### src/rtl/button_encoder.sv
// rtl/button_encoder.sv - push-button front end: sync, debounce, single-press encode, chord reject
module button_encoder #(
  parameter int DEBOUNCE_CYCLES = 16
) (
  input  logic       CLK,
  input  logic       RST_N,
  input  logic [3:0] BTN,
  input  logic       ENABLE,
  output logic [1:0] IN,
  output logic       IN_VALID,
  output logic       MULTI_ERR,
  output logic [3:0] BTN_STABLE
);

  localparam int CW = ($clog2(DEBOUNCE_CYCLES) < 1) ? 1 : $clog2(DEBOUNCE_CYCLES);
  localparam logic [CW-1:0] CNT_MAX = CW'(DEBOUNCE_CYCLES - 1);

  typedef enum logic [1:0] {
    WAIT_REL = 2'd0,
    ARMED    = 2'd1,
    HELD     = 2'd2
  } state_t;

  logic [3:0]    sync1;
  logic [3:0]    sync2;
  logic [3:0]    stable_q;
  logic [CW-1:0] cnt [4];
  logic [1:0]    fill_q;
  state_t        state;
  logic [1:0]    in_q;
  logic          valid_q;
  logic          err_q;

  logic          any_set;
  logic          single_set;
  logic          multi_set;
  logic          settled;
  logic [1:0]    enc;

  always_ff @(posedge CLK or negedge RST_N) begin
    if (!RST_N) begin
      sync1  <= '0;
      sync2  <= '0;
      fill_q <= '0;
    end else begin
      sync1  <= BTN;
      sync2  <= sync1;
      fill_q <= {fill_q[0], 1'b1};
    end
  end

  // Counter only advances while the synchronised level disagrees with the accepted one
  always_ff @(posedge CLK or negedge RST_N) begin
    if (!RST_N) begin
      stable_q <= '0;
      for (int k = 0; k < 4; k++) cnt[k] <= '0;
    end else begin
      for (int k = 0; k < 4; k++) begin
        if (sync2[k] == stable_q[k]) begin
          cnt[k] <= '0;
        end else if (cnt[k] == CNT_MAX) begin
          stable_q[k] <= sync2[k];
          cnt[k]      <= '0;
        end else begin
          cnt[k] <= cnt[k] + CW'(1);
        end
      end
    end
  end

  always_comb begin
    any_set    = (stable_q != 4'b0000);
    single_set = any_set && ((stable_q & (stable_q - 4'd1)) == 4'b0000);
    multi_set  = any_set && !single_set;
    enc        = 2'd0;
    if (stable_q[1]) enc = 2'd1;
    if (stable_q[2]) enc = 2'd2;
    if (stable_q[3]) enc = 2'd3;
  end

  // A release only counts once the sync chain is primed and nothing is mid-debounce,
  // so a button held through reset cannot look released for the first few cycles.
  assign settled = fill_q[1] && (sync2 == stable_q);

  always_ff @(posedge CLK or negedge RST_N) begin
    if (!RST_N) begin
      state   <= WAIT_REL;
      in_q    <= 2'd0;
      valid_q <= 1'b0;
      err_q   <= 1'b0;
    end else begin
      valid_q <= 1'b0;
      err_q   <= 1'b0;
      case (state)
        WAIT_REL: begin
          if (!any_set && settled) state <= ARMED;
        end
        ARMED: begin
          if (multi_set) begin
            err_q <= 1'b1;
            state <= WAIT_REL;
          end else if (single_set) begin
            if (ENABLE) begin
              in_q    <= enc;
              valid_q <= 1'b1;
              state   <= HELD;
            end else begin
              state <= WAIT_REL;
            end
          end
        end
        HELD: begin
          if (!any_set) state <= ARMED;
        end
        default: state <= WAIT_REL;
      endcase
    end
  end

  assign IN         = in_q;
  assign IN_VALID   = valid_q;
  assign MULTI_ERR  = err_q;
  assign BTN_STABLE = stable_q;

endmodule

### config.mk
export PLATFORM = sky130hd
export DESIGN_NAME = button_encoder
export DESIGN_NICKNAME = d
export VERILOG_FILES = /design/src/rtl/button_encoder.sv
export SDC_FILE = /design/constraint.sdc
export NUM_CORES = 1
export LEC_CHECK = 0
export ABC_CLOCK_PERIOD_IN_PS = 1610
export BUFFER_PORTS_ARGS = -buffer_cell sky130_fd_sc_hd__clkbuf_2
export CAP_MARGIN = 20
export CORE_ASPECT_RATIO = 0.6
export CORE_MARGIN = 3
export CORE_UTILIZATION = 26
export DETAILED_ROUTE_END_ITERATION = 10
export RECOVER_POWER = 25
export SLEW_MARGIN = 20
export SYNTH_ARGS = -nofsm -noshare
export SYNTH_HDL_FRONTEND = slang
export SYNTH_SLANG_ARGS = --single-unit
### constraint.sdc
create_clock -name CLK -period 1.61 [get_ports CLK]
set_input_delay 0.0805 -clock CLK [delete_from_list [all_inputs] [get_ports CLK]]
set_output_delay 0.0805 -clock CLK [all_outputs]
set_load 0.01 [all_outputs]
# [Word level (Yosys, flattened, before mapping)]
# Index checks and enable logic that the tools add are counted.
[word_totals] register_bits=36 input_bits=7 out_inout_bits=8 wordCells=78
[op_classes] add_sub_neg=5 eq_ne=14 n_mux=23 n_bitwise=6 reduce_logical=15
[op_table] cell="$mux W4" count=8
[op_table] cell="$add A4 B1 Y4 const B" count=4
[op_table] cell="$eq A4 B4 Y1 const B" count=4
[op_table] cell="$mux W2" count=7
[op_table] cell="$reduce_and A2 Y1" count=4
[op_table] cell="$mux W1" count=7
[op_table] cell="$pmux W2 S3" count=1
[op_table] cell="$not A1 Y1" count=5
[op_table] cell="$and A4 B4 Y4" count=1
[op_table] cell="$eq A1 B1 Y1" count=4
[op_table] cell="$eq A4 B4 Y1" count=1
[op_table] cell="$logic_and A1 B1 Y1" count=4
[op_table] cell="$logic_not A4 Y1" count=1
[op_table] cell="$ne A2 B2 Y1 const B" count=2
[op_table] cell="$reduce_and A4 Y1" count=1
[op_table] cell="$reduce_bool A4 Y1" count=1
[op_table] cell="$sub A4 B1 Y4 const B" count=1
[op_table] cell="$ne A3 B3 Y1 const B" count=1
[op_table] cell="$reduce_and A3 Y1" count=1
[op_table] cell="$eq A2 B1 Y1 const B" count=1
[op_table] cell="$eq A2 B2 Y1 const B" count=1
[op_table] cell="$logic_not A1 Y1" count=2
[op_table] cell="$logic_not A2 Y1" count=1

# [Depth between registers and ports, before layout]
[logic_depth] word_depth=8 depth_mapped=5 mapped_depth_nobuf=4

# [Least setup slack after synthesis]
# No wires, ideal clock.
[synth_timing] kind="reg2reg" from="register stable_q[1] (netlist: BTN_STABLE[1])" to="register state[0]" setup_time_ps=125 arrival_ps=1194 t_required_ps=1485 setup_slack_ps=292 path_stages_with_launch=6 path_buffers=1 period_less_slack_ps=1318 cell_sequence="dfrtp_1 buf_6 xnor2_1 and3_1 a311oi_1 nor2_1"
[synth_via] elab_chain_cells=8 elab_cells_between_ends=17 classes_between="add/sub: 1; eq/ne: 4; mux: 2; bitwise: 1; reduce/logical: 9"
[synth_lines] element="start, declared" line_no="26" rtl="logic [3:0] stable_q;"
[synth_lines] element="start signal, assigned by index" line_no="62" rtl="stable_q[k] <= sync2[k];"
[synth_lines] element="$sub A4 B1 Y4" line_no="73" rtl="single_set = any_set && ((stable_q & (stable_q - 4'd1)) == 4'b0000);"
[synth_lines] element="$and A4 B4 Y4" line_no="73"
[synth_lines] element="$logic_not A4 Y1" line_no="73"
[synth_lines] element="$logic_and A1 B1 Y1" line_no="73"
[synth_lines] element="$logic_not A1 Y1" line_no="74" rtl="multi_set = any_set && !single_set;"
[synth_lines] element="$logic_and A1 B1 Y1" line_no="74"
[synth_lines] element="$ne A3 B3 Y1 (no source line) or $mux W2 (tied branches)"
[synth_lines] element="$reduce_and A3 Y1 (no source line) or $pmux W2 S3 (tied branches)"
[synth_lines] element="end signal, assigned" line_no="87" rtl="state <= WAIT_REL;"
[synth_lines] element="end signal, assigned" line_no="96" rtl="if (!any_set && settled) state <= ARMED;"
[synth_lines] element="end signal, assigned" line_no="101" rtl="state <= WAIT_REL;"
[synth_lines] element="end, declared" line_no="29" rtl="state_t state;"
# Several ways; a longest one is shown, not always the timed one.
# A chain may end at the register's enable or synchronous reset.

# [Worst setup path in the final report]
# Same ends and word-level chain as after synthesis.

==> results by group <==
Outcome
  – Outcome: finished clean

Final layout
  – Diode count: 0
  – P&R area growth vs syn: 20.45%
  – Filler Cell Count: around 540
  – Final nets: 167
  – Share of cells above drive strength 1: 0.2038

Drt
  – Residual DRC: 0
  – Detailed Route WL: between 2000 and 3000 um
  – Routed via count: ~1000
  – Wire length per cell: 11.25 um
  – Detailed Routing Iterations Pass 1: 4
  – Routed vias/inst: 4.286
  – DRT antenna net count: 0
  – Initial DRC count: 29

STA
  – Max-slew violations: 0
  – Setup WS post-layout: around 0.17 ns
  – Final worst clock skew: approximately 0.0040 ns
  – Max Clk Rate: between 600 and 700 MHz
  – Setup_tns: 0 ns
  – Final setup viols: 0
  – Hold Fails Final Rpt: 0
  – RSZ-0062 raised after global routing: false
  – Crit path time final: 1.436 ns
  – Final critical-path share of the clock period: 0.8921
  – Slew HR: 0.4229
  – Worst slew pin tran: about 0.87 ns

Logic synthesis
  – Area fraction of the dominant cell type after synthesis: 0.5960
  – Asr flop ratio synth: 1.000
  – Synth unique cells: 31
  – Number of flops mapped to enable cells by yosys: 0
  – Top area cells in the synthesized netlist: dfrtp_1 60%, xnor2_1 4.6%, a21oi_1 4.0%
  – Post-Syn Instances: about 130
  – Count leader, synth: dfrtp_1
  – Yosys top cell by area: dfrtp_1
  – Ys Warns: 0
  – FF+latch count, synth: 36
  – Synth Cell Area: 1511 sq um
  – Predominant post-synthesis flop cell: dfrtp_1
  – Sequential area share after synthesis: 0.5960
  – Post-synth top cells: 36 x dfrtp_1, 12 x a21oi_1, 9 x nor2_1
  – Net count after synthesis: 140
  – Syn avg cell area: ~12 sq um

Job
  – Max Cap Viol: 0

Setup path
  – WP data arrival: 1.60 ns
  – Worst EP required: roughly 1.8 ns
  – Crit Path Max Fanout: 11
  – Startpoint Class: flop
  – CP endpoint kind: flop
  – Worst reg2reg setup slack: around 0.17 ns
  – R2R Path Start: BTN_STABLE[1]
  – Setup Crit Path Kind: reg2reg
  – R2R depth: 4
  – Worst reg2reg path endpoint: state[0]

Placed design
  – GP Congestion: between 0.7 and 0.8
  – I/O Buffers: 14
  – DP HPWL: about 1900 um
  – Pre-CTS worst setup slack: between 0.15 and 0.2 ns

Die
  – Num ports: 15
  – Die Width: ~100 um
  – Die height: approximately 65 um
  – Die Area: roughly 6800 sq um
  – Number of cell rows: 20
  – Initial Util: 0.2836
  – Core area: ~5300 sq um

Clock tree
  – Clk pin slew, worst setup/hold paths: around 0.07 ns
  – CTS tree: done
  – Clock latency at the later pin of the worst-skew pair: approximately 0.29 ns
  – H-tree depth: 2
  – Sink Count: 36
  – CTS Buffer Depth: 2
  – Root Buffer: clkbuf_8
  – Number of buffers created by CTS: 5
  – Post-CTS Setup Bufs: 0

GRT
  – Total GRT Usage: 0.09186
  – Largest net degree at the start of global routing: 37
  – Initial antenna violation count: 0
  – First-pass GRT wire length: 4705 um
  – Vias in the first global route: between 1000 and 1500
  – Grt ovf: 0

Worst hold path
  – Hold depth: 2
  – Worst Hold End: IN_VALID
  – Hold path startpoint: ENABLE
  – Worst Hold Class: in2reg

Power and ir drop
  – Pwr dens: roughly 960 nW/um^2
  – LEAKAGE: around 0.82 nW
  – Peak VDD IR: about 0.00027 V
[registers in the layout, indices dropped and copies added, names as in the netlist]
register    cells
state           2
BTN_STABLE      4
cnt            16
IN              2
IN_VALID        1
sync2           4
sync1           4
MULTI_ERR       1
fill_q          2
[routing by layer]
layer / GRT usage / part of all wire / up-vias / routed length, um
met1: 0.1213 / 0.54 / 485 / 1415
met3: 0.05174 / 0.067 / 2 / 176
met2: 0.1230 / 0.39 / 20 / 1024
li1: - / - / 496 / -
met4: 0.03483 / 0.0065 / 0 / 17
met5: 0 / 0 / - / 0
[critical path, stage by stage (launching register included)]
cell,delay (ns)
dfrtp_1,0.55
xnor2_1,0.22
and3_1,0.23
a311oi_1,0.25
nor2_1,0.07
[how the worst max path moves through the flow]
stage	from	end	slack (ns)	cells after the start
floorplan	BTN_STABLE[1]	state[0]	0.29	5
global placement	BTN_STABLE[1]	state[0]	0.26	4
detailed placement	BTN_STABLE[1]	state[0]	0.20	4
CTS	BTN_STABLE[1]	state[0]	0.16	4
global route	BTN_STABLE[1]	state[0]	0.04	4
finish	BTN_STABLE[1]	state[0]	0.17	4
[stage by stage]
stage          hold slack (ns)  instance area [sq um]  utilization  std cells  power (mW)
2_1_floorplan          -0.2151                   1511            -        129       1.054
3_3_place_gp            0.1509                   1683       0.3157        221       1.106
3_5_place_dp            0.1554                   1683       0.3157        221       1.108
4_1_cts                0.05184                   1823       0.3420        234       1.796
5_1_grt                0.05636                   1821       0.3415        234       1.867
6_report               0.07013                   1821       0.3415        234       1.748
[layout by cell type (no fill, tap or decap), types with 3 or more instances in the layout]
cell / count
clkbuf_2: 15
a21oi_1: 12
nand2_1: 8
nor2_1: 9
nor2b_1: 4
dfrtp_1: 36
nand4b_1: 3
nor3b_1: 4
dlygate4sd3_1: 5
nand3_1: 5
inv_1: 4
buf_4: 4
clkbuf_8: 6
mux2_2: 4
xnor2_1: 8
ha_1: 4
o21ai_0: 5
[what timing repair did]
item,4_1_cts,5_1_grt
endpoints found under the hold margin,40,0
resized for setup,0,0
hold buffers,5,0
endpoints found under the setup margin,0,0
[cells by family (layout without fill, tap and decap cells)]
kind of cell,after synthesis,count (layout),share of synthesized area
flops,36,36,0.5960
buf+inv,8,36,0.03145
compound gates,26,26,0.1010
mux,4,4,0.02980
fa+ha+maj,4,4,0.03311
xor+xnor,9,9,0.05216
other cells,1,1,0.002481
simple gates,41,41,0.1540
[final cells by class]
| class | instances | area, sq um | share of cell area |
|---|---|---|---|
| multi-input combinational | 85 | 563.0 | 0.3093 |
| sequential | 36 | 900.9 | 0.4948 |
| inverter | 4 | 15.01 | 0.008247 |
| timing repair buffer | 24 | 155.1 | 0.08522 |
| tap | 77 | 96.34 | 0.05292 |
| clock buffer | 8 | 90.09 | 0.04948 |
[report_power, final]
| part | switching (mW) | internal (mW) | total, mW |
|---|---|---|---|
| registers | 0.0320 | 0.945 | 0.977 |
| clock network | 0.302 | 0.349 | 0.651 |
| logic | 0.0602 | 0.0603 | 0.120 |
No activity file was read; power rests on OpenSTA's default activity.
